==> src/rtl/multicycle_ctrl_if.sv <==
// Bundles the signals between the multi-cycle sequencer and the MIPS datapath.
// The sequencer uses the master side. The datapath (or a testbench) uses the slave side.
interface multicycle_ctrl_if;
    // Datapath -> sequencer
    logic [31:0] inst;
    logic        zero;
    logic        dm_ready;

    // Sequencer -> datapath
    logic        InstM_R;
    logic        IR_W;
    logic        PC_W;
    logic [1:0]  PC_Src;
    logic [2:0]  ALUCtrl;
    logic        ALUSrcB;
    logic        ExtSigned;
    logic        RegDst;
    logic        MemtoReg;
    logic        RF_W;
    logic        DataM_CS;
    logic        DataM_R;
    logic        DataM_W;
    logic [2:0]  state;
    logic        trap;
    logic [31:0] inst_cnt;

    modport master (
        input  inst, zero, dm_ready,
        output InstM_R, IR_W, PC_W, PC_Src, ALUCtrl, ALUSrcB, ExtSigned,
               RegDst, MemtoReg, RF_W, DataM_CS, DataM_R, DataM_W,
               state, trap, inst_cnt
    );

    modport slave (
        output inst, zero, dm_ready,
        input  InstM_R, IR_W, PC_W, PC_Src, ALUCtrl, ALUSrcB, ExtSigned,
               RegDst, MemtoReg, RF_W, DataM_CS, DataM_R, DataM_W,
               state, trap, inst_cnt
    );
endinterface

==> src/rtl/multicycle_ctrl.sv <==
// Multi-cycle control sequencer for the MIPS subset datapath
// (addu, subu, sll, ori, lw, sw, beq, j).
// A single shared memory port is used for fetch and data. MEM waits for dm_ready.
// A bounded wait counter and an illegal-opcode detector both lead to a sticky TRAP.
module multicycle_ctrl #(
    parameter int unsigned MEM_TIMEOUT = 15
) (
    input  logic               clk,
    input  logic               rst,
    multicycle_ctrl_if.master  bus
);

    typedef enum logic [2:0] {
        S_IF   = 3'd0,
        S_ID   = 3'd1,
        S_EX   = 3'd2,
        S_MEM  = 3'd3,
        S_WB   = 3'd4,
        S_TRAP = 3'd7
    } state_t;

    localparam logic [5:0] OP_RTYPE = 6'b000000;
    localparam logic [5:0] OP_ORI   = 6'b001101;
    localparam logic [5:0] OP_LW    = 6'b100011;
    localparam logic [5:0] OP_SW    = 6'b101011;
    localparam logic [5:0] OP_BEQ   = 6'b000100;
    localparam logic [5:0] OP_J     = 6'b000010;
    localparam logic [5:0] FN_ADDU  = 6'b100001;
    localparam logic [5:0] FN_SUBU  = 6'b100011;
    localparam logic [5:0] FN_SLL   = 6'b000000;

    localparam logic [7:0] WAIT_LIMIT = 8'(MEM_TIMEOUT);

    state_t      state_q, state_d;
    logic [7:0]  waitCnt_q, waitCnt_d;
    logic [31:0] instCnt_q, instCnt_d;
    logic        retire;

    logic [5:0]  op;
    logic [5:0]  func;
    logic        isAddu, isSubu, isSll, isRtype, isOri, isLw, isSw, isBeq, isJ, isLegal;
    logic        unusedInstBits;

    assign op             = bus.inst[31:26];
    assign func           = bus.inst[5:0];
    assign unusedInstBits = ^bus.inst[25:6];

    // Decode the IR. Only the opcode and funct fields matter to the sequencer.
    always_comb begin
        isAddu  = (op == OP_RTYPE) && (func == FN_ADDU);
        isSubu  = (op == OP_RTYPE) && (func == FN_SUBU);
        isSll   = (op == OP_RTYPE) && (func == FN_SLL);
        isRtype = isAddu || isSubu || isSll;
        isOri   = (op == OP_ORI);
        isLw    = (op == OP_LW);
        isSw    = (op == OP_SW);
        isBeq   = (op == OP_BEQ);
        isJ     = (op == OP_J);
        isLegal = isRtype || isOri || isLw || isSw || isBeq || isJ;
    end

    // Next-state logic. It also works out the MEM wait counter and which state retires.
    always_comb begin
        state_d   = state_q;
        waitCnt_d = waitCnt_q;
        retire    = 1'b0;
        case (state_q)
            S_IF: state_d = S_ID;
            S_ID: begin
                if (isJ) begin
                    state_d = S_IF;
                    retire  = 1'b1;
                end else if (!isLegal) begin
                    state_d = S_TRAP;
                end else begin
                    state_d = S_EX;
                end
            end
            S_EX: begin
                if (isBeq) begin
                    state_d = S_IF;
                    retire  = 1'b1;
                end else if (isLw || isSw) begin
                    state_d   = S_MEM;
                    waitCnt_d = 8'd0;
                end else begin
                    state_d = S_WB;
                end
            end
            S_MEM: begin
                // A ready on the last allowed cycle still completes the access.
                if (bus.dm_ready) begin
                    if (isLw) begin
                        state_d = S_WB;
                    end else begin
                        state_d = S_IF;
                        retire  = 1'b1;
                    end
                end else if (waitCnt_q == WAIT_LIMIT) begin
                    state_d = S_TRAP;
                end else begin
                    waitCnt_d = waitCnt_q + 8'd1;
                end
            end
            S_WB: begin
                state_d = S_IF;
                retire  = 1'b1;
            end
            S_TRAP: state_d = S_TRAP;
            default: state_d = S_TRAP;
        endcase
        instCnt_d = retire ? instCnt_q + 32'd1 : instCnt_q;
    end

    // Sequencer state, MEM wait counter and retire counter.
    always_ff @(posedge clk or posedge rst) begin
        if (rst) begin
            state_q   <= S_IF;
            waitCnt_q <= 8'd0;
            instCnt_q <= 32'd0;
        end else begin
            state_q   <= state_d;
            waitCnt_q <= waitCnt_d;
            instCnt_q <= instCnt_d;
        end
    end

    // Per-state datapath strobes. The reset term pulls them low at once, even in the middle of a cycle.
    always_comb begin
        bus.InstM_R   = 1'b0;
        bus.IR_W      = 1'b0;
        bus.PC_W      = 1'b0;
        bus.PC_Src    = 2'b00;
        bus.ALUCtrl   = 3'b000;
        bus.ALUSrcB   = 1'b0;
        bus.ExtSigned = 1'b0;
        bus.RegDst    = 1'b0;
        bus.MemtoReg  = 1'b0;
        bus.RF_W      = 1'b0;
        bus.DataM_CS  = 1'b0;
        bus.DataM_R   = 1'b0;
        bus.DataM_W   = 1'b0;
        if (!rst) begin
            case (state_q)
                S_IF: begin
                    bus.InstM_R = 1'b1;
                    bus.IR_W    = 1'b1;
                    bus.PC_W    = 1'b1;
                end
                S_ID: begin
                    if (isJ) begin
                        bus.PC_W   = 1'b1;
                        bus.PC_Src = 2'b10;
                    end
                end
                S_EX: begin
                    if (isSubu || isBeq) begin
                        bus.ALUCtrl = 3'b001;
                    end else if (isOri) begin
                        bus.ALUCtrl = 3'b010;
                    end else if (isSll) begin
                        bus.ALUCtrl = 3'b011;
                    end
                    bus.ALUSrcB   = isOri || isLw || isSw;
                    bus.ExtSigned = isLw || isSw;
                    if (isBeq && bus.zero) begin
                        bus.PC_W   = 1'b1;
                        bus.PC_Src = 2'b01;
                    end
                end
                S_MEM: begin
                    // The address operands from EX (add, signed immediate) stay held so the address does not move.
                    bus.ALUSrcB   = 1'b1;
                    bus.ExtSigned = 1'b1;
                    bus.DataM_CS  = 1'b1;
                    bus.DataM_R   = isLw;
                    bus.DataM_W   = isSw;
                end
                S_WB: begin
                    bus.RF_W     = 1'b1;
                    bus.RegDst   = isOri || isLw;
                    bus.MemtoReg = isLw;
                end
                default: ;
            endcase
        end
    end

    assign bus.state    = state_q;
    assign bus.trap     = (state_q == S_TRAP);
    assign bus.inst_cnt = instCnt_q;

endmodule

==> src/flat_wrapper.sv <==
// flat-port wrapper written by rule: the top's interface ports become plain ports
module multicycle_ctrl_flat 
#(
    parameter int unsigned MEM_TIMEOUT = 15
)
  (clk, rst, bus_inst, bus_zero, bus_dm_ready, bus_InstM_R, bus_IR_W, bus_PC_W, bus_PC_Src, bus_ALUCtrl, bus_ALUSrcB, bus_ExtSigned, bus_RegDst, bus_MemtoReg, bus_RF_W, bus_DataM_CS, bus_DataM_R, bus_DataM_W, bus_state, bus_trap, bus_inst_cnt);
  multicycle_ctrl_if bus_i ();
  input  logic clk;
  input  logic rst;
  input wire logic [$bits(bus_i.inst)-1:0] bus_inst;
  input wire logic [$bits(bus_i.zero)-1:0] bus_zero;
  input wire logic [$bits(bus_i.dm_ready)-1:0] bus_dm_ready;
  output wire logic [$bits(bus_i.InstM_R)-1:0] bus_InstM_R;
  output wire logic [$bits(bus_i.IR_W)-1:0] bus_IR_W;
  output wire logic [$bits(bus_i.PC_W)-1:0] bus_PC_W;
  output wire logic [$bits(bus_i.PC_Src)-1:0] bus_PC_Src;
  output wire logic [$bits(bus_i.ALUCtrl)-1:0] bus_ALUCtrl;
  output wire logic [$bits(bus_i.ALUSrcB)-1:0] bus_ALUSrcB;
  output wire logic [$bits(bus_i.ExtSigned)-1:0] bus_ExtSigned;
  output wire logic [$bits(bus_i.RegDst)-1:0] bus_RegDst;
  output wire logic [$bits(bus_i.MemtoReg)-1:0] bus_MemtoReg;
  output wire logic [$bits(bus_i.RF_W)-1:0] bus_RF_W;
  output wire logic [$bits(bus_i.DataM_CS)-1:0] bus_DataM_CS;
  output wire logic [$bits(bus_i.DataM_R)-1:0] bus_DataM_R;
  output wire logic [$bits(bus_i.DataM_W)-1:0] bus_DataM_W;
  output wire logic [$bits(bus_i.state)-1:0] bus_state;
  output wire logic [$bits(bus_i.trap)-1:0] bus_trap;
  output wire logic [$bits(bus_i.inst_cnt)-1:0] bus_inst_cnt;
  assign bus_i.inst = bus_inst;
  assign bus_i.zero = bus_zero;
  assign bus_i.dm_ready = bus_dm_ready;
  assign bus_InstM_R = bus_i.InstM_R;
  assign bus_IR_W = bus_i.IR_W;
  assign bus_PC_W = bus_i.PC_W;
  assign bus_PC_Src = bus_i.PC_Src;
  assign bus_ALUCtrl = bus_i.ALUCtrl;
  assign bus_ALUSrcB = bus_i.ALUSrcB;
  assign bus_ExtSigned = bus_i.ExtSigned;
  assign bus_RegDst = bus_i.RegDst;
  assign bus_MemtoReg = bus_i.MemtoReg;
  assign bus_RF_W = bus_i.RF_W;
  assign bus_DataM_CS = bus_i.DataM_CS;
  assign bus_DataM_R = bus_i.DataM_R;
  assign bus_DataM_W = bus_i.DataM_W;
  assign bus_state = bus_i.state;
  assign bus_trap = bus_i.trap;
  assign bus_inst_cnt = bus_i.inst_cnt;
  multicycle_ctrl #(.MEM_TIMEOUT(MEM_TIMEOUT)) u_core (.clk(clk), .rst(rst), .bus(bus_i));
endmodule
==> config.mk <==
export PLATFORM = sky130hd
export DESIGN_NAME = multicycle_ctrl_flat
export DESIGN_NICKNAME = d
export VERILOG_FILES = /design/src/rtl/multicycle_ctrl_if.sv /design/src/rtl/multicycle_ctrl.sv /design/src/flat_wrapper.sv
export SDC_FILE = /design/constraint.sdc
export NUM_CORES = 1
export LEC_CHECK = 0
export CORE_MARGIN = 4
export CORE_UTILIZATION = 45
export DETAILED_ROUTE_END_ITERATION = 10
export GPL_TIMING_DRIVEN = 1
export PLACE_DENSITY = 0.88
export SLEW_MARGIN = 20
export SYNTH_ARGS = -nofsm -noshare
export SYNTH_HDL_FRONTEND = slang
export SYNTH_SLANG_ARGS = --single-unit
==> constraint.sdc <==
create_clock -name clk -period 3.4 [get_ports clk]
set_input_delay 0.68 -clock clk [delete_from_list [all_inputs] [get_ports clk]]
set_output_delay 0.68 -clock clk [all_outputs]
set_load 0.02 [all_outputs]
==> results of run 1 <==
synth_stat cells, types with 5 or more instances:
| library cell | count | area, um^2 |
|---|---|---|
| nor3_1 | 16 | 80.1 |
| inv_1 | 7 | 26.3 |
| or3_1 | 5 | 31.3 |
| nand4_1 | 6 | 37.5 |
| and3_1 | 12 | 75.1 |
| nand2_1 | 21 | 78.8 |
| dfrtp_1 | 43 | 1080 |
| nor4_1 | 9 | 56.3 |
| clkbuf_1 | 6 | 22.5 |
| xnor2_1 | 6 | 52.6 |
| nand3_1 | 12 | 60.1 |
| xor2_1 | 31 | 272 |
| nor2_1 | 20 | 75.1 |
power breakdown:
group | switching [W] | total [W] | internal [W]
Sequential | 0.0000749 | 0.000631 | 0.000556
Combinational | 0.000227 | 0.000400 | 0.000172
Clock | 0.000171 | 0.000314 | 0.000144
final cells by class:
type,count,share of cell area
inverter,7,0.00789
clock buffer,6,0.0218
clock inverter,2,0.00376
multi-input combinational,192,0.390
sequential,43,0.323
tap,70,0.0263
timing repair buffer,79,0.227
worst register-to-register path, delay by kind of cell (launching register included):
kind	cells	cell delay, ns
XOR/XNOR	1	0.14
AO/OA/AOI/OAI	1	0.33
AND/OR/NAND/NOR	3	1.09
flip-flops	1	0.63
worst max-delay path by stage:
stage	depth (start not counted)	slack [ns]	endpoint	from
6_report	8	0.11	bus_ALUCtrl[0]	bus_inst[26]
5_1_grt	8	0.001	bus_ALUCtrl[0]	bus_inst[26]
4_1_cts	6	0.008	bus_PC_W	bus_inst[26]
3_5_place_dp	6	-0.35	bus_PC_W	bus_inst[26]
3_3_place_gp	6	-0.34	bus_PC_W	bus_inst[26]
2_1_floorplan	4	0.1	bus_PC_W	bus_inst[26]
kinds of logic after synthesis:
family / Yosys count / synth area share
AO/OA/AOI/OAI: 20 / 0.0525
XOR/XNOR: 37 / 0.132
adder cells (fa/ha/maj): 2 / 0.0102
buffers and inverters: 19 / 0.0387
flip-flops: 43 / 0.438
multiplexers: 2 / 0.00917
other: 1 / 0.00153
AND/OR/NAND/NOR: 130 / 0.318
registers in the layout (all words and copies together) (netlist names):
register,cells
u_core.waitCnt_q,8
u_core.bus.inst_cnt,32
u_core.bus.state,3
stage by stage:
stage	utilization	total power (W)
after floorplan	-	0.000880
after global placement	0.619	0.00103
after detailed placement	0.619	0.00104
after CTS	0.637	0.00135
after global routing	0.640	0.00142
final	0.640	0.00134
layer usage:
metal	vias to the layer above	global-route usage
met5	-	0
met4	0	0.0598
met3	7	0.0592
met2	74	0.313
met1	1056	0.218
li1	1053	-
what timing repair did:
action	CTS	global route
resized for setup	8	5
setup endpoints to repair	5	5
pin swaps	0	1
gates cloned	0	0
buffers inserted	0	1
layout by cell type, fill, tap and decap left out, types with 3 or more instances in the layout:
cell	netlist	final
a21oi_1	4	4
a31oi_1	4	4
and3_1	12	12
buf_4	2	13
clkbuf_8	0	5
clkdlybuf4s50_1	0	59
dfrtp_1	43	43
dlygate4sd2_1	0	3
inv_1	7	7
nand2_1	21	21
nand3_1	12	12
nand4_1	6	6
nor2_1	20	20
nor3_1	16	15
nor4_1	9	8
nor4_2	2	3
o21ai_0	4	4
or3_1	5	5
or4_1	3	3
xnor2_1	6	6
xor2_1	31	31
==> summary.txt, run 1 <==
Initial antenna violation count: 0
DP Cell Count: 390
Synthesized Nets: 292
Detail Route Antenna Nets: 0
Finished layout cell area: 3330 um^2
Placement Setup Slack: -0.349 ns
GR Overflow Total: 0
Top layer reached by signal wires: met4
Initial Util: 0.472
RSZ-0062 raised after global routing: no
H-tree Lvls: 2
# clock sinks: 43
Setup violations, final: 0
Core area: 5200 um^2
Ys async rst share: 1.00
Hold depth: 1
Worst Hold Launch: u_core.bus.inst_cnt[14]$_DFFE_PP0P_
Kind of critical path: input port to output port
First-pass GRT wire length: 9760 um
Die Wd: 81.9 um
Cell area after synthesis: 2450 um^2
Slew Limit Fails: 0
Placed instance area: 3220 um^2
Drt first pass iters: 4
Hold endpoint: u_core.bus.inst_cnt[14]$_DFFE_PP0P_
Initial DRC count: 75
DRT Wirelength: 5840 um
CP most frequent cell: buf_4
Post-synth EDFFs: 0
Reg clk slew, reported paths: 0.08 ns
Seq/Total Area, Yosys: 0.438
Longest Clk Path Bufs: 2
Syn Inst Count: 254
CP Launch Type: input port
Row count: 26
Nets: 366
Crit. End Element: output port
Worst R2R End: u_core.bus.inst_cnt[30]$_DFFE_PP0P_
GPL Wtd Cong: 0.863
P_leak: 1.34 nW
CP bufs+invs: 4
Post-DR vias/cell: 5.49
CP top delay family: buffers and inverters
Worst-margin pin slew: 0.779 ns
DR DRC count: 0
Routed wl met3: 403 um
VDD IR max: 0.000289 V
Avg Inst Size Synth: 9.66 um^2
Fill cells: 417
Crit path max fanout: 2
Worst EP arrival: 2.61 ns
WL/cell: 14.6 um
Final Hold Slack: 0.499 ns
DR vias: 2,190
Crit-path slowest cell: or4_1
Routed length on met1: 2460 um
Dpl hpwl: 4300 um
Setup WS post-layout: 0.112 ns
Clk_lat worst skew: 0.30 ns
Worst path required time: 2.72 ns
Hold Buf Count CTS: 0
Die H: 81.9 um
Fin. Hold Viols: 0
Cells on worst reg2reg path: 5
Total track usage: 0.184
Crit-path max cell delay: 0.54 ns
CTS tree: built
Power Dens Cells: 404 nW/um^2
Top FF cell, synth: dfrtp_1
Hold crit path type: register to register
Fin crit share: 0.967
Setup Skew: 0.00839 ns
Area grow syn2layout: 35.6%
Yosys cell types: 50
Buffers on Ports: 66
Fin crit period: 3.29 ns
Maxcap violations: 0
Die area: 6700 um^2
Fraction of layout cells with a size suffix above 1: 0.103
Worst reg-to-reg setup slack: 1.11 ns
# diodes: 0
Status: finished clean
Met2 WL: 2910 um
Area of the multi-input gates: 1300 um^2
CTS buffer count: 5
YS warnings: 0
Reg-to-reg startpoint: u_core.bus.state[0]$_DFFE_PP0P_
Fin cells: 399
Vias in the first global route: 2,182
FF+latch area: 1080 um^2
Worst-path cell chain: clkdlybuf4s50_1, or4_1, buf_4, nor3b_2, buf_4, a21oi_1, nor2_1, clkdlybuf4s15_1
Largest net degree at the start of global routing: 44
Maximum clock rate: 0.304 GHz
Slew Limit Headroom: 0.478
Root buf cell: clkbuf_8
#FFs+latches synth: 43
I/O Pins: 88
Setup TNS: 0 ns
Note: power is estimated with default switching activity, not from simulation.
==> inputs of run 2 (changes only) <==
- ABC_AREA: unset -> 1
- CORE_UTILIZATION: 45 -> 49
- CTS_BUF_LIST: unset -> sky130_fd_sc_hd__clkbuf_8 sky130_fd_sc_hd__clkbuf_16
- PLACE_DENSITY: 0.88 -> 0.9
==> run 2 against run 1 <==
Against the previous run: cell area rose by 18%; first-iteration DRC count rose by 110%; clock power rose by 24%; clock skew rose by 0.0016 ns; non-clock buffer count fell by 9; die area rose by 16%; sequential share of layout area fell by 5.0 points; fmax rose by 1.1%; combinational power fell by 88%; critical path depth fell by 1; clock-buffer cell count fell by 1; largest cell class unchanged; largest power group unchanged.
==> summary.txt, run 2 <==
Total power draw: 0.000948 W
Largest area contributor in the netlist: dfrtp_1
RSZ-0062 raised after global routing: no
Commonest non-fill, non-tap cell in the layout: nand2_1
Cells on worst reg2reg path: 7
Post-synth EDFFs: 0
WL/cell: 13.1 um
Post-cts sizing count: 0
I/O Pins: 88
Worst EP arrival: 2.57 ns
CTS tree: built
Fraction of layout cells with a size suffix above 1: 0.0736
Worst reg-to-reg setup slack: 1.51 ns
Seq/Total Area, Yosys: 0.343
#FFs+latches synth: 43
Setup TNS: 0 ns
Top cell type's share of synthesized area: 0.343
Detail Route Antenna Nets: 0
CP top delay family: buffers and inverters
Maximum clock rate: 0.307 GHz
Setup Skew: 0.00997 ns
Area of the multi-input gates: 1850 um^2
Cell area after synthesis: 3140 um^2
DRT Wirelength: 8260 um
Reg clk slew, reported paths: 0.07 ns
Worst-path cell chain: clkdlybuf4s50_1, nor2_4, nand2_1, nor2_1, inv_1, a21boi_0, clkdlybuf4s50_1
Syn Inst Count: 489
Crit path max fanout: 5
Top FF cell, synth: dfrtp_1
Avg Inst Size Synth: 6.42 um^2
Fin crit share: 0.957
Ys async rst share: 1.00
Fin cells: 632
Fin crit period: 3.25 ns
First-pass GRT wire length: 14,000 um
# diodes: 0
Initial DRC count: 157
Worst R2R End: u_core.bus.inst_cnt[0]$_DFFE_PP0P_
Yosys cell types: 31
CP bufs+invs: 3
Hold depth: 2
Vias in the first global route: 3,106
YS warnings: 0
Total track usage: 0.227
Area grow syn2layout: 25.6%
Hold endpoint: u_core.bus.inst_cnt[31]$_DFFE_PP0P_
Setup repair bufs after CTS: 0
Slew Limit Fails: 0
Status: finished clean
P_leak: 1.87 nW
Core area: 6060 um^2
CP most frequent cell: clkdlybuf4s50_1
Maxcap violations: 0
Setup violations, final: 0
CTS buffer count: 5
GPL Wtd Cong: 0.944
Initial Util: 0.518
Fill cells: 534
Die area: 7750 um^2
CP Launch Type: input port
Nets: 595
Worst path required time: 2.72 ns
Dpl hpwl: 6480 um
Commonest cells in the netlist: 216 x nand2_1, 84 x nor2_1, 43 x dfrtp_1
VDD IR max: 0.000178 V
Most frequent cells in the layout: 216 x nand2_1, 83 x nor2_1, 65 x clkdlybuf4s50_1
Synthesized Nets: 527
Power Dens Cells: 240 nW/um^2
DR vias: 3,233
Post-DR vias/cell: 5.12
FF+latch area: 1080 um^2
Hold crit path type: register to register
Kind of critical path: input port to output port
Hold Buf Count CTS: 0
Clk_lat worst skew: 0.30 ns
DP Cell Count: 625
Most common cell in the netlist: nand2_1
Buffers on Ports: 66
Number of flip-flops in the largest register: 32
Row count: 28
Drt first pass iters: 5
Reg-to-reg startpoint: u_core.bus.state[0]$_DFFE_PP0P_
Crit-path slowest cell: clkdlybuf4s50_1
Fin. Hold Viols: 0
Die H: 88.0 um
Largest cells by area after synthesis: dfrtp_1 34%, nand2_1 26%, nor2_1 10%
Die Wd: 88.0 um
Crit-path max cell delay: 0.65 ns
H-tree Lvls: 2
# clock sinks: 43
Initial antenna violation count: 0
GR Overflow Total: 0
Root buf cell: clkbuf_8
DR DRC count: 0
Crit. End Element: output port
Largest net degree at the start of global routing: 27
Longest Clk Path Bufs: 2
Worst Hold Launch: u_core.bus.inst_cnt[31]$_DFFE_PP0P_
run 2: cell count changes after synthesis, moves of 5 or more:
cell      before  now
and3_1        12    1
clkbuf_1       6    1
nand2_2        0   11
nor2_1        20   84
xor2_1        31   13
nand2_1       21  216
or3_1          5    0
nand3_1       12   19
nor4_1         9    0
nor3_1        16    3
nand3b_1       1   15
inv_1          7   30
nor2_2         0    6
run 2: report_power, final:
part / internal, W / switching (W) / total (W)
registers: 0.000511 / 0 / 0.000511
logic: 0.0000213 / 0.0000278 / 0.0000491
clock network: 0.000212 / 0.000175 / 0.000388
run 2: stage by stage:
stage                util  instance area (um^2)  worst slack, ns  hold WS, ns
floorplan               -                  3140            0.973        0.517
global placement    0.633                  3840            0.188        0.511
detailed placement  0.633                  3840           0.0892        0.519
CTS                 0.650                  3940           0.0785        0.537
global route        0.651                  3940           0.0304        0.574
finish              0.651                  3940            0.147        0.531
run 2: routing by layer:
layer,up-vias,GRT usage,share of wire
met5,-,0,0
met2,88,0.411,0.51
met1,1471,0.269,0.42
met3,24,0.0329,0.043
met4,0,0.0920,0.030
li1,1650,-,-
run 2: cell type report:
class / instances / share of cell area
repair buffers: 70 / 0.176
clock buffers: 5 / 0.0174
flip-flops and latches: 43 / 0.273
multi-input cells: 404 / 0.470
inverters: 33 / 0.0314
clock inverters: 2 / 0.00857
well taps: 75 / 0.0238
run 2: logic make-up (layout without fill, tap and decap cells):
logic type / Yosys count / after routing / share of synthesized area
AND/OR/NAND/NOR: 367 / 367 / 0.498
flip-flops: 43 / 43 / 0.343
buffers and inverters: 42 / 110 / 0.0674
XOR/XNOR: 19 / 19 / 0.0530
AO/OA/AOI/OAI: 15 / 15 / 0.0299
adder cells (fa/ha/maj): 2 / 2 / 0.00797
other: 1 / 1 / 0.00119
run 2: worst max path at each step:
stage	from	endpoint	slack [ns]	depth (start not counted)
after floorplan	rst	bus_RegDst	0.97	3
after global placement	bus_inst[26]	bus_PC_W	0.19	9
after detailed placement	bus_inst[26]	bus_PC_W	0.09	9
after CTS	bus_inst[26]	bus_PC_W	0.08	9
after global routing	bus_inst[29]	bus_ALUSrcB	0.03	7
final	bus_inst[30]	bus_RegDst	0.15	7
run 2: worst register-to-register path: stages, from the launching register on:
cell and delay, ns:
dfrtp_1 0.43, inv_1 0.11, nor3_1 0.07, nand3_1 0.17, nand2_2 0.09, nor2_4 0.38
buf_4 0.36, xor2_1 0.22
